==> config.mk <==
export PLATFORM = sky130hd
export DESIGN_NAME = cmd_uart_tx
export DESIGN_NICKNAME = d
export VERILOG_FILES = /design/src/rtl/cmd_uart_tx.sv
export SDC_FILE = /design/constraint.sdc
export NUM_CORES = 1
export LEC_CHECK = 0
export BUFFER_PORTS_ARGS = -buffer_cell sky130_fd_sc_hd__buf_2
export CORE_UTILIZATION = 62
export DETAILED_ROUTE_END_ITERATION = 10
export PLACE_DENSITY_LB_ADDON = 0.2
export SETUP_SLACK_MARGIN = 0.3
export SYNTH_ARGS = -nofsm -noshare
export SYNTH_HDL_FRONTEND = slang
export SYNTH_SLANG_ARGS = --single-unit
export TNS_END_PERCENT = 10
==> constraint.sdc <==
create_clock -name iCLK -period 3.8 [get_ports iCLK]
set_clock_uncertainty 0.2 [all_clocks]
set_input_delay 0.38 -clock iCLK [delete_from_list [all_inputs] [get_ports iCLK]]
set_output_delay 0.38 -clock iCLK [all_outputs]
set_load 0.005 [all_outputs]
==> src/rtl/cmd_uart_tx.sv <==
// -----------------------------------------------------------------------------
// cmd_uart_tx
// Serialises the current robot command code as one 8N1 UART frame
// (start bit, 8 data bits LSB first, stop bit). A frame is launched whenever
// the command differs from the last byte that went out completely, or when a
// resend is requested. Changes while a frame is in flight are not queued, so
// only the newest command is sent once the line is free again.
//
// Parameters:
//   CLKS_PER_BIT  clock cycles per UART bit (2..65535)
//   IDLE_LEVEL    level driven on oTX while no frame is in flight
//
// Ports:
//   iCLK       in   system clock, rising edge
//   iRST       in   synchronous active-high reset
//   iCMD[7:0]  in   command code, sampled only while idle
//   iSEND      in   one-cycle strobe forcing a retransmission of iCMD
//   oTX        out  UART serial line (registered)
//   oBUSY      out  high from start-bit entry through the end of the stop bit
//   oDONE      out  one-cycle pulse after the stop bit completes
//   oLAST_CMD  out  last byte whose frame completed
// -----------------------------------------------------------------------------
module cmd_uart_tx #(
  parameter int unsigned CLKS_PER_BIT = 5208,
  parameter logic        IDLE_LEVEL   = 1'b1
) (
  input  logic       iCLK,
  input  logic       iRST,
  input  logic [7:0] iCMD,
  input  logic       iSEND,
  output logic       oTX,
  output logic       oBUSY,
  output logic       oDONE,
  output logic [7:0] oLAST_CMD
);

  typedef enum logic [1:0] {
    IDLE  = 2'd0,
    START = 2'd1,
    DATA  = 2'd2,
    STOP  = 2'd3
  } state_t;

  // Baud counter value on the last cycle of every bit.
  localparam logic [15:0] LAST_TICK = 16'(CLKS_PER_BIT - 32'd1);

  state_t      state_r;
  logic [15:0] baudCnt_r;
  logic [2:0]  bitIdx_r;
  logic [7:0]  shiftReg_r;
  logic        resendPending_r;

  logic        bitEnd_s;
  logic        request_s;
  logic [2:0]  nextIdx_s;

  assign bitEnd_s  = (baudCnt_r == LAST_TICK);
  // oLAST_CMD resets to zero and valid codes are nonzero, so the first real
  // command after reset always counts as a change.
  assign request_s = (iCMD != oLAST_CMD) || iSEND || resendPending_r;
  assign nextIdx_s = bitIdx_r + 3'd1;

  // Frame sequencer: state, baud timing, data shifting and all registered outputs.
  always_ff @(posedge iCLK) begin
    if (iRST) begin
      state_r         <= IDLE;
      baudCnt_r       <= 16'd0;
      bitIdx_r        <= 3'd0;
      shiftReg_r      <= 8'h00;
      resendPending_r <= 1'b0;
      oTX             <= IDLE_LEVEL;
      oBUSY           <= 1'b0;
      oDONE           <= 1'b0;
      oLAST_CMD       <= 8'h00;
    end else begin
      oDONE <= 1'b0;

      // Strobes while busy collapse into a single pending resend.
      if ((state_r != IDLE) && iSEND) begin
        resendPending_r <= 1'b1;
      end

      case (state_r)
        IDLE: begin
          baudCnt_r <= 16'd0;
          bitIdx_r  <= 3'd0;
          oTX       <= IDLE_LEVEL;
          oBUSY     <= 1'b0;
          if (request_s) begin
            shiftReg_r      <= iCMD;
            resendPending_r <= 1'b0;
            state_r         <= START;
            oTX             <= 1'b0;
            oBUSY           <= 1'b1;
          end
        end

        START: begin
          if (bitEnd_s) begin
            baudCnt_r <= 16'd0;
            bitIdx_r  <= 3'd0;
            oTX       <= shiftReg_r[0];
            state_r   <= DATA;
          end else begin
            baudCnt_r <= baudCnt_r + 16'd1;
          end
        end

        DATA: begin
          if (bitEnd_s) begin
            baudCnt_r <= 16'd0;
            if (bitIdx_r == 3'd7) begin
              oTX     <= 1'b1;
              state_r <= STOP;
            end else begin
              bitIdx_r <= nextIdx_s;
              oTX      <= shiftReg_r[nextIdx_s];
            end
          end else begin
            baudCnt_r <= baudCnt_r + 16'd1;
          end
        end

        STOP: begin
          if (bitEnd_s) begin
            baudCnt_r <= 16'd0;
            oLAST_CMD <= shiftReg_r;
            oBUSY     <= 1'b0;
            oDONE     <= 1'b1;
            oTX       <= IDLE_LEVEL;
            state_r   <= IDLE;
          end else begin
            baudCnt_r <= baudCnt_r + 16'd1;
          end
        end

        default: begin
          state_r   <= IDLE;
          baudCnt_r <= 16'd0;
          bitIdx_r  <= 3'd0;
          oTX       <= IDLE_LEVEL;
          oBUSY     <= 1'b0;
        end
      endcase
    end
  end

endmodule

==> flow_summary.html, run 1 <==
<table>
<tr><th>Metric</th><th>Value</th></tr>
<tr><th colspan="2">Pwr</th></tr>
<tr><td>Pwr dens</td><td>509 nW/µm²</td></tr>
<tr><td>Combinational cell fraction of total power</td><td>30.5%</td></tr>
<tr><td>Peak ir drop on the vdd network</td><td>280 µV</td></tr>
<tr><td>Switching share of power</td><td>33.6%</td></tr>
<tr><td>P_sw</td><td>0.372 mW</td></tr>
<tr><td>Design internal power</td><td>0.736 mW</td></tr>
<tr><td>Seq pwr share</td><td>47.4%</td></tr>
<tr><td>Share of total power in the clock network</td><td>22.1%</td></tr>
<tr><td>Leakage Power</td><td>0.977 nW</td></tr>
<tr><th colspan="2">Yosys</th></tr>
<tr><td>Main area contributors after synthesis</td><td>sky130_fd_sc_hd__dfxtp_1 (41%), sky130_fd_sc_hd__mux2i_1 (8.1%), sky130_fd_sc_hd__xor2_1 (5.8%)</td></tr>
<tr><td>Post-synthesis sequential area ratio</td><td>41.5%</td></tr>
<tr><td>Leading area contributor after synthesis</td><td>sky130_fd_sc_hd__dfxtp_1</td></tr>
<tr><td>Proportion of netlist area held by the largest area contributor</td><td>41.5%</td></tr>
<tr><td>Number of warnings printed during yosys synthesis</td><td>0</td></tr>
<tr><td>Per-instance average area after synthesis</td><td>9.38 µm²</td></tr>
<tr><td>Share of flip-flops with an asynchronous set or reset</td><td>0%</td></tr>
<tr><td>EDFF count, synth</td><td>0</td></tr>
<tr><td>Number of distinct library cells after synthesis</td><td>43</td></tr>
<tr><td>Gate count of the mapped netlist</td><td>211</td></tr>
<tr><td>Flip-flop and latch count after synthesis</td><td>41</td></tr>
<tr><td>Synthesized netlist net count</td><td>229</td></tr>
<tr><td>Area of the mapped netlist</td><td>1980 µm²</td></tr>
<tr><td>Most used flip-flop cell after synthesis</td><td>sky130_fd_sc_hd__dfxtp_1</td></tr>
<tr><th colspan="2">Critical path</th></tr>
<tr><td>Worst-path cell chain</td><td>ha_1, mux4_2, nor2b_1, a211o_1, a2111oi_0, a221oi_1</td></tr>
<tr><td>Critical path required time</td><td>3.79 ns</td></tr>
<tr><td>Number of cell instances on the worst register-to-register path</td><td>6</td></tr>
<tr><td>Startpoint class of the critical path</td><td>flop</td></tr>
<tr><td>CP Data Arrival Time</td><td>2.52 ns</td></tr>
<tr><td>Maximum fanout along the worst path</td><td>5</td></tr>
<tr><td>Class of the most critical setup path</td><td>reg -&gt; reg</td></tr>
<tr><td>Slowest Stage Delay on Critical Path</td><td>0.50 ns</td></tr>
<tr><td>Register-to-register path setup slack</td><td>1.27 ns</td></tr>
<tr><td>Kind of end point of the critical path</td><td>flop</td></tr>
<tr><td>Slowest cell on the critical path</td><td>sky130_fd_sc_hd__mux4_2</td></tr>
<tr><th colspan="2">STA</th></tr>
<tr><td>Setup_tns</td><td>0 ns</td></tr>
<tr><td>Final period util</td><td>66.7%</td></tr>
<tr><td>Hold slack</td><td>0.0790 ns</td></tr>
<tr><td>Setup repair after global routing missed its margin</td><td>no</td></tr>
<tr><td>Relative slew margins</td><td>19.0%</td></tr>
<tr><td>Maximum clock frequency</td><td>395 MHz</td></tr>
<tr><td>Period minus WS final</td><td>2.53 ns</td></tr>
<tr><td>Final slew viol count</td><td>0</td></tr>
<tr><td>Count of final setup violators</td><td>0</td></tr>
<tr><td>Fin. Hold Viols</td><td>0</td></tr>
<tr><td>Slew at the pin closest to its max-slew limit</td><td>1.21 ns</td></tr>
<tr><th colspan="2">Job</th></tr>
<tr><td>Number of max-capacitance violations reported</td><td>0</td></tr>
<tr><th colspan="2">Global routing</th></tr>
<tr><td>Maximum number of pins on one net before global-route repair</td><td>26</td></tr>
<tr><td>Total overflow reported by the global router</td><td>0</td></tr>
<tr><td>Number of antenna violations at the first check in global routing</td><td>0</td></tr>
<tr><td>Total routing usage reported by global routing</td><td>25.2%</td></tr>
<tr><td>First-pass GRT wire length</td><td>6.42 mm</td></tr>
<tr><td>Via count of the first global-routing pass</td><td>1491</td></tr>
<tr><th colspan="2">Hold path</th></tr>
<tr><td>Type of the tightest min-delay check</td><td>in -&gt; reg</td></tr>
<tr><td>Hold-critical path depth</td><td>3</td></tr>
<tr><th colspan="2">Die</th></tr>
<tr><td>Horizontal die dimension</td><td>58.5 µm</td></tr>
<tr><td>Ports</td><td>22</td></tr>
<tr><td>Die footprint</td><td>3420 µm²</td></tr>
<tr><td>Starting density of the core</td><td>64.8%</td></tr>
<tr><td>Core ar.</td><td>3050 µm²</td></tr>
<tr><td>Number of rows created at floorplan</td><td>20</td></tr>
<tr><td>Height of the die</td><td>58.5 µm</td></tr>
<tr><th colspan="2">Routing</th></tr>
<tr><td>WL final</td><td>3.96 mm</td></tr>
<tr><td>DRC violation count after routing</td><td>0</td></tr>
<tr><td>Number of design-rule violations left by the first detailed-router iteration</td><td>94</td></tr>
<tr><td>Final routed wire length divided by cell count</td><td>14.3 µm</td></tr>
<tr><td>Total vias in the final route</td><td>1605</td></tr>
<tr><td>Vias per inst</td><td>5.82</td></tr>
<tr><td>Number of antenna-violating nets in the routed design</td><td>0</td></tr>
<tr><td>First drt pass iteration count</td><td>4</td></tr>
<tr><th colspan="2">Cells and area</th></tr>
<tr><td>Syn-to-layout area delta</td><td>9.92%</td></tr>
<tr><td>Post-layout nets</td><td>249</td></tr>
<tr><td>Final standard cell utilization of the core</td><td>71.3%</td></tr>
<tr><td>Post-Layout Inst Area</td><td>2180 µm²</td></tr>
<tr><td>Antenna cells</td><td>0</td></tr>
<tr><td>Share of post-route cells with drive strength above 1</td><td>15.5%</td></tr>
<tr><th colspan="2">Clocking</th></tr>
<tr><td>Count of cells resized by post-cts repair</td><td>0</td></tr>
<tr><td>Post-CTS Repair Setup Buffers</td><td>0</td></tr>
<tr><td>CTS Buf Count</td><td>5</td></tr>
<tr><td>Sink Count</td><td>41</td></tr>
<tr><td>Number of buffers added to fix hold violations after cts</td><td>0</td></tr>
<tr><td>CTS tree</td><td>yes</td></tr>
<tr><td>Deepest clock path buffer count</td><td>2</td></tr>
<tr><td>Insertion delay of the later-clocked pin in the worst-skew pair</td><td>0.35 ns</td></tr>
<tr><td>Post-CTS clock slew at the launch and capture registers of the worst setup and hold paths</td><td>0.12 ns</td></tr>
<tr><td>H-tree depth reported by CTS</td><td>2</td></tr>
<tr><td>Buffer type at the clock tree root</td><td>sky130_fd_sc_hd__clkbuf_4</td></tr>
<tr><th colspan="2">Placement</th></tr>
<tr><td>Global placer's final weighted congestion</td><td>0.834</td></tr>
<tr><td>Total cell area at the placement stage</td><td>2110 µm²</td></tr>
<tr><td>HPWL reported at the end of detailed placement</td><td>2.90 mm</td></tr>
<tr><td>Buffers added on ports</td><td>21</td></tr>
<tr><th colspan="2">Run status</th></tr>
<tr><td>Outcome</td><td>finished, final reports clean</td></tr>
</table>
[synthesized netlist by cell type (all sizes together) (2+ instances only)]
library cell and instances:
dfxtp 41, nor2 28, nand2 23, mux2i 16, xor2 13, inv 11
and3 7, ha 7, xnor2 6, clkbuf 5, nand3 5, nand4 4
buf 3, nor3 3, nor4b 3, a211o 2, a21boi 2, a21oi 2
and4 2, mux4 2, nor4 2, o21a 2, o22ai 2, o32ai 2
or3 2
[power groups by stage]
stage	combinational, mW	sequential, mW	clock, mW
6_report	0.337	0.525	0.245
5_1_grt	0.371	0.531	0.268
4_1_cts	0.335	0.525	0.248
3_5_place_dp	0.335	0.535	0
3_3_place_gp	0.318	0.530	0
2_1_floorplan	0.266	0.522	0
[path summary, 6_finish.rpt]
path / to / from
max reg2reg: oTX / bitIdx_r[0]
min: shiftReg_r[1] / iCMD[1]
max: oTX / bitIdx_r[0]
min reg2reg: baudCnt_r[0] / baudCnt_r[0]
[area by class of cell]
class	count	area, µm²
well taps	44	55.1
fillers	257	877
inverters	11	41.3
repair buffers	21	105
clock buffers	7	65.1
clock inverters	1	5.00
multi-input cells	151	1080
flip-flops and latches	41	821
[worst max-delay path: cells and delay by family, from the launching register on]
kind,cells,cell delay [ns]
AO/OA/AOI/OAI,3,0.78
multiplexers,1,0.50
flip-flops,1,0.38
adder cells (fa/ha/maj),1,0.37
AND/OR/NAND/NOR,1,0.14
[cells by family after synthesis]
family,synth area share [%]
flops,41.5
buf+inv,3.79
compound gates,8.15
mux,10.4
xor+xnor,8.41
fa+ha+maj,4.42
simple gates,23.4
[flip-flops by register name (all words and copies together) (netlist names)]
name,count
oDONE,1
resendPending_r,1
state_r,2
bitIdx_r,3
oBUSY,1
shiftReg_r,8
oLAST_CMD,8
oTX,1
baudCnt_r,16
[stage by stage]
| stage | setup WS (ns) | power (mW) | std cells |
|---|---|---|---|
| 2_1_floorplan | 1.49 | 0.788 | 211 |
| 3_3_place_gp | 1.38 | 0.848 | 268 |
| 3_5_place_dp | 1.28 | 0.869 | 268 |
| 4_1_cts | 1.26 | 1.11 | 276 |
| 5_1_grt | 1.18 | 1.17 | 276 |
| 6_report | 1.27 | 1.11 | 276 |
[layer usage]
layer	up-vias	global-route usage (%)	routed length, µm
met5	-	0	0
met1	789	26.4	1620
met2	31	47.1	2150
met4	0	10.9	66
met3	8	6.81	126
li1	777	-	-
[layout by cell type, fill, tap and decap left out, types with 3 or more instances in the layout]
master	instances
sky130_fd_sc_hd__nor3_1	3
sky130_fd_sc_hd__nor2_1	28
sky130_fd_sc_hd__clkbuf_4	5
sky130_fd_sc_hd__mux2i_1	16
sky130_fd_sc_hd__dfxtp_1	41
sky130_fd_sc_hd__xor2_1	13
sky130_fd_sc_hd__buf_2	21
sky130_fd_sc_hd__nand3_1	5
sky130_fd_sc_hd__inv_1	11
sky130_fd_sc_hd__ha_1	7
sky130_fd_sc_hd__xnor2_1	6
sky130_fd_sc_hd__nand4_1	3
sky130_fd_sc_hd__and3_1	7
sky130_fd_sc_hd__nor4b_1	3
sky130_fd_sc_hd__nand2_1	23
Power figures use the tool's default switching activity.
==> run 2: changes to the inputs <==
--- a/config.mk
+++ b/config.mk
@@ -5,8 +5,9 @@
 export SDC_FILE = /design/constraint.sdc
 export NUM_CORES = 1
 export LEC_CHECK = 0
+export ABC_AREA = 1
 export BUFFER_PORTS_ARGS = -buffer_cell sky130_fd_sc_hd__buf_2
-export CORE_UTILIZATION = 62
+export CORE_UTILIZATION = 52
 export DETAILED_ROUTE_END_ITERATION = 10
 export PLACE_DENSITY_LB_ADDON = 0.2
 export SETUP_SLACK_MARGIN = 0.3
==> constraint.sdc (replaced) <==
create_clock -name iCLK -period 2.09 [get_ports iCLK]
set_clock_uncertainty 0.2 [all_clocks]
set_input_delay 0.209 -clock iCLK [delete_from_list [all_inputs] [get_ports iCLK]]
set_output_delay 0.209 -clock iCLK [all_outputs]
set_load 0.005 [all_outputs]
==> run 2 against run 1 <==
- die area increased by 25%
- global-route usage decreased by 2.3 points
- register-to-register slack worse by 0.89 ns
- combinational power up 130%
- critical path type unchanged
- cell area rose by 13%
- sequential share of layout area shrank 4.0 points
- fmax rose by 48%
- worst setup slack lost 0.89 ns
- wire length is 19% higher
==> flow_summary.html, run 2 <==
<table>
<tr><th>Metric</th><th>Value</th></tr>
<tr><th colspan="2">STA</th></tr>
<tr><td>Relative slew margins</td><td>68.5%</td></tr>
<tr><td>Maximum clock frequency</td><td>585 MHz</td></tr>
<tr><td>Setup_tns</td><td>0 ns</td></tr>
<tr><td>Fin. Hold Viols</td><td>0</td></tr>
<tr><td>Final slew viol count</td><td>0</td></tr>
<tr><td>Final period util</td><td>81.8%</td></tr>
<tr><td>Count of final setup violators</td><td>0</td></tr>
<tr><td>Period minus WS final</td><td>1.71 ns</td></tr>
<tr><td>Setup repair after global routing missed its margin</td><td>yes</td></tr>
<tr><td>Slew at the pin closest to its max-slew limit</td><td>0.472 ns</td></tr>
<tr><th colspan="2">Pwr</th></tr>
<tr><td>Leakage Power</td><td>1.13 nW</td></tr>
<tr><td>Pwr dens</td><td>981 nW/µm²</td></tr>
<tr><td>Total power of the final layout</td><td>2.41 mW</td></tr>
<tr><td>Peak ir drop on the vdd network</td><td>652 µV</td></tr>
<tr><th colspan="2">Yosys</th></tr>
<tr><td>Leading area contributor after synthesis</td><td>sky130_fd_sc_hd__dfxtp_1</td></tr>
<tr><td>Share of flip-flops with an asynchronous set or reset</td><td>0%</td></tr>
<tr><td>Main area contributors after synthesis</td><td>sky130_fd_sc_hd__dfxtp_1 (39%), sky130_fd_sc_hd__nand2_1 (12%), sky130_fd_sc_hd__nor2_1 (9.8%)</td></tr>
<tr><td>EDFF count, synth</td><td>0</td></tr>
<tr><td>Number of distinct library cells after synthesis</td><td>29</td></tr>
<tr><td>Area of the mapped netlist</td><td>2100 µm²</td></tr>
<tr><td>Per-instance average area after synthesis</td><td>7.01 µm²</td></tr>
<tr><td>Number of warnings printed during yosys synthesis</td><td>0</td></tr>
<tr><td>Most used flip-flop cell after synthesis</td><td>sky130_fd_sc_hd__dfxtp_1</td></tr>
<tr><td>Synthesized netlist net count</td><td>317</td></tr>
<tr><td>Most frequent cells after synthesis</td><td>sky130_fd_sc_hd__nand2_1 (65), sky130_fd_sc_hd__nor2_1 (55), sky130_fd_sc_hd__dfxtp_1 (41)</td></tr>
<tr><td>Flip-flop and latch count after synthesis</td><td>41</td></tr>
<tr><td>Post-synthesis sequential area ratio</td><td>39.1%</td></tr>
<tr><td>Gate count of the mapped netlist</td><td>299</td></tr>
<tr><td>Most instantiated library cell after synthesis</td><td>sky130_fd_sc_hd__nand2_1</td></tr>
<tr><td>Proportion of netlist area held by the largest area contributor</td><td>39.1%</td></tr>
<tr><th colspan="2">Routing</th></tr>
<tr><td>DRC violation count after routing</td><td>0</td></tr>
<tr><td>Number of antenna-violating nets in the routed design</td><td>0</td></tr>
<tr><td>Total vias in the final route</td><td>1915</td></tr>
<tr><td>WL final</td><td>4.71 mm</td></tr>
<tr><td>Vias per inst</td><td>5.11</td></tr>
<tr><td>First drt pass iteration count</td><td>4</td></tr>
<tr><td>Final routed wire length divided by cell count</td><td>12.6 µm</td></tr>
<tr><td>Number of design-rule violations left by the first detailed-router iteration</td><td>117</td></tr>
<tr><th colspan="2">Critical path</th></tr>
<tr><td>Critical path origin</td><td>baudCnt_r[0]</td></tr>
<tr><td>CP Data Arrival Time</td><td>1.74 ns</td></tr>
<tr><td>Slowest cell on the critical path</td><td>sky130_fd_sc_hd__dfxtp_4</td></tr>
<tr><td>Worst-path cell chain</td><td>ha_4, nand2_1, inv_2, nand2_2, nor2_4, nand2_4, nand2_4, nand2_2, o21ai_1, nand2_1, nor2_1</td></tr>
<tr><td>Class of the most critical setup path</td><td>reg -&gt; reg</td></tr>
<tr><td>Worst reg2reg path startpoint</td><td>baudCnt_r[0]</td></tr>
<tr><td>Kind of end point of the critical path</td><td>flop</td></tr>
<tr><td>Slowest Stage Delay on Critical Path</td><td>0.37 ns</td></tr>
<tr><td>Critical path required time</td><td>2.12 ns</td></tr>
<tr><td>Startpoint class of the critical path</td><td>flop</td></tr>
<tr><td>Maximum fanout along the worst path</td><td>4</td></tr>
<tr><th colspan="2">Cells and area</th></tr>
<tr><td>Post-layout nets</td><td>344</td></tr>
<tr><td>Register with the highest flop count</td><td>baudCnt_r</td></tr>
<tr><td>Post-Layout Inst Area</td><td>2450 µm²</td></tr>
<tr><td>Leading cell type in the layout, fill and taps excluded</td><td>sky130_fd_sc_hd__nand2_1</td></tr>
<tr><td>Antenna cells</td><td>0</td></tr>
<tr><td>Syn-to-layout area delta</td><td>16.9%</td></tr>
<tr><td>Leading registers by flop count</td><td>baudCnt_r x16, oLAST_CMD x8, shiftReg_r x8</td></tr>
<tr><td>Flip-flop count of the largest register, all copies and words added</td><td>16</td></tr>
<tr><td>Share of post-route cells with drive strength above 1</td><td>20.5%</td></tr>
<tr><td>Final standard cell utilization of the core</td><td>65.0%</td></tr>
<tr><td>Most frequent cells in the layout</td><td>sky130_fd_sc_hd__nand2_1 (63), sky130_fd_sc_hd__nor2_1 (55), sky130_fd_sc_hd__dfxtp_1 (38)</td></tr>
<tr><td>Non-filler cells, final</td><td>375</td></tr>
<tr><th colspan="2">Clocking</th></tr>
<tr><td>Buffer type at the clock tree root</td><td>sky130_fd_sc_hd__clkbuf_8</td></tr>
<tr><td>Post-CTS Repair Setup Buffers</td><td>0</td></tr>
<tr><td>CTS Buf Count</td><td>5</td></tr>
<tr><td>Deepest clock path buffer count</td><td>2</td></tr>
<tr><td>H-tree depth reported by CTS</td><td>2</td></tr>
<tr><td>Post-CTS clock slew at the launch and capture registers of the worst setup and hold paths</td><td>0.07 ns</td></tr>
<tr><td>Insertion delay of the later-clocked pin in the worst-skew pair</td><td>0.29 ns</td></tr>
<tr><td>Number of buffers added to fix hold violations after cts</td><td>0</td></tr>
<tr><td>CTS tree</td><td>yes</td></tr>
<tr><td>Sink Count</td><td>41</td></tr>
<tr><th colspan="2">Global routing</th></tr>
<tr><td>Via count of the first global-routing pass</td><td>1768</td></tr>
<tr><td>Total routing usage reported by global routing</td><td>22.9%</td></tr>
<tr><td>Number of antenna violations at the first check in global routing</td><td>0</td></tr>
<tr><td>Total overflow reported by the global router</td><td>0</td></tr>
<tr><td>Maximum number of pins on one net before global-route repair</td><td>17</td></tr>
<tr><td>First-pass GRT wire length</td><td>7.34 mm</td></tr>
<tr><th colspan="2">Die</th></tr>
<tr><td>Number of rows created at floorplan</td><td>22</td></tr>
<tr><td>Starting density of the core</td><td>55.6%</td></tr>
<tr><td>Die footprint</td><td>4290 µm²</td></tr>
<tr><td>Horizontal die dimension</td><td>65.5 µm</td></tr>
<tr><td>Core ar.</td><td>3770 µm²</td></tr>
<tr><td>Height of the die</td><td>65.5 µm</td></tr>
<tr><td>Ports</td><td>22</td></tr>
<tr><th colspan="2">Job</th></tr>
<tr><td>Number of max-capacitance violations reported</td><td>0</td></tr>
<tr><th colspan="2">Hold path</th></tr>
<tr><td>Launch instance of the worst min-delay path</td><td>iSEND</td></tr>
<tr><td>Type of the tightest min-delay check</td><td>in -&gt; reg</td></tr>
<tr><th colspan="2">Placement</th></tr>
<tr><td>HPWL reported at the end of detailed placement</td><td>3.26 mm</td></tr>
<tr><td>Cell count after placement</td><td>366</td></tr>
<tr><td>Buffers added on ports</td><td>21</td></tr>
<tr><td>Total cell area at the placement stage</td><td>2250 µm²</td></tr>
<tr><td>Global placer's final weighted congestion</td><td>0.865</td></tr>
<tr><th colspan="2">Run status</th></tr>
<tr><td>Outcome</td><td>finished, final reports clean</td></tr>
</table>
## run 2: layer usage
| layer | global-route usage [%] | share of wire, % | routed length [µm] | up-vias |
|---|---|---|---|---|
| li1 | - | - | - | 1003 |
| met1 | 23.7 | 43 | 2040 | 876 |
| met2 | 41.6 | 51 | 2420 | 24 |
| met3 | 4.51 | 2.5 | 118 | 12 |
| met4 | 14.7 | 2.8 | 130 | 0 |
| met5 | 0 | 0 | 0 | - |
## run 2: power breakdown
group          switching [mW]  total [mW]  internal [mW]
Sequential             0.0985       0.991          0.893
Clock                   0.264       0.653          0.389
Combinational           0.477       0.761          0.285
## run 2: worst paths after layout
| kind | slack (ns) | to | cells after the start |
|---|---|---|---|
| worst max register to register | 0.38 | bitIdx_r[0] | 11 |
| worst min register to register | 0.25 | baudCnt_r[0] | 1 |
| worst min-delay path | 0.009 | resendPending_r | 3 |
| worst max-delay path | 0.38 | bitIdx_r[0] | 11 |
## run 2: layout make-up
cell class | instances | area [µm²]
clock buffer | 7 | 86.3
inverter | 40 | 150
timing repair buffer | 24 | 128
clock inverter | 1 | 30.0
tap | 48 | 60.1
fill | 328 | 1320
multi-input combinational | 214 | 1170
sequential | 41 | 827
## run 2: worst max-delay path: cells and delay by family, from the launching register on
kind | cells | cell delay [ns]
simple gates | 8 | 0.73
flops | 1 | 0.37
fa+ha+maj | 1 | 0.13
compound gates | 1 | 0.13
buf+inv | 1 | 0.08
## run 2: cells by family after synthesis
| kind of cell | after synthesis | synth area share (%) |
|---|---|---|
| flip-flops | 41 | 39.1 |
| buffers and inverters | 45 | 8.59 |
| adder cells (fa/ha/maj) | 7 | 4.18 |
| AO/OA/AOI/OAI | 27 | 8.71 |
| XOR/XNOR | 6 | 2.51 |
| AND/OR/NAND/NOR | 173 | 36.9 |
## run 2: repair_timing
item | in CTS | in global routing
setup endpoints to repair | 10 | 38
pin swaps | 0 | 5
resized for setup | 1 | 17
cloned | 0 | 1
## run 2: metrics by stage
step,hold slack (ns),setup slack (ns)
3_3_place_gp,0.234,0.296
5_1_grt,0.0782,0.256
3_5_place_dp,0.242,0.216
2_1_floorplan,0.184,0.482
6_report,0.00869,0.381
4_1_cts,0.00832,0.269
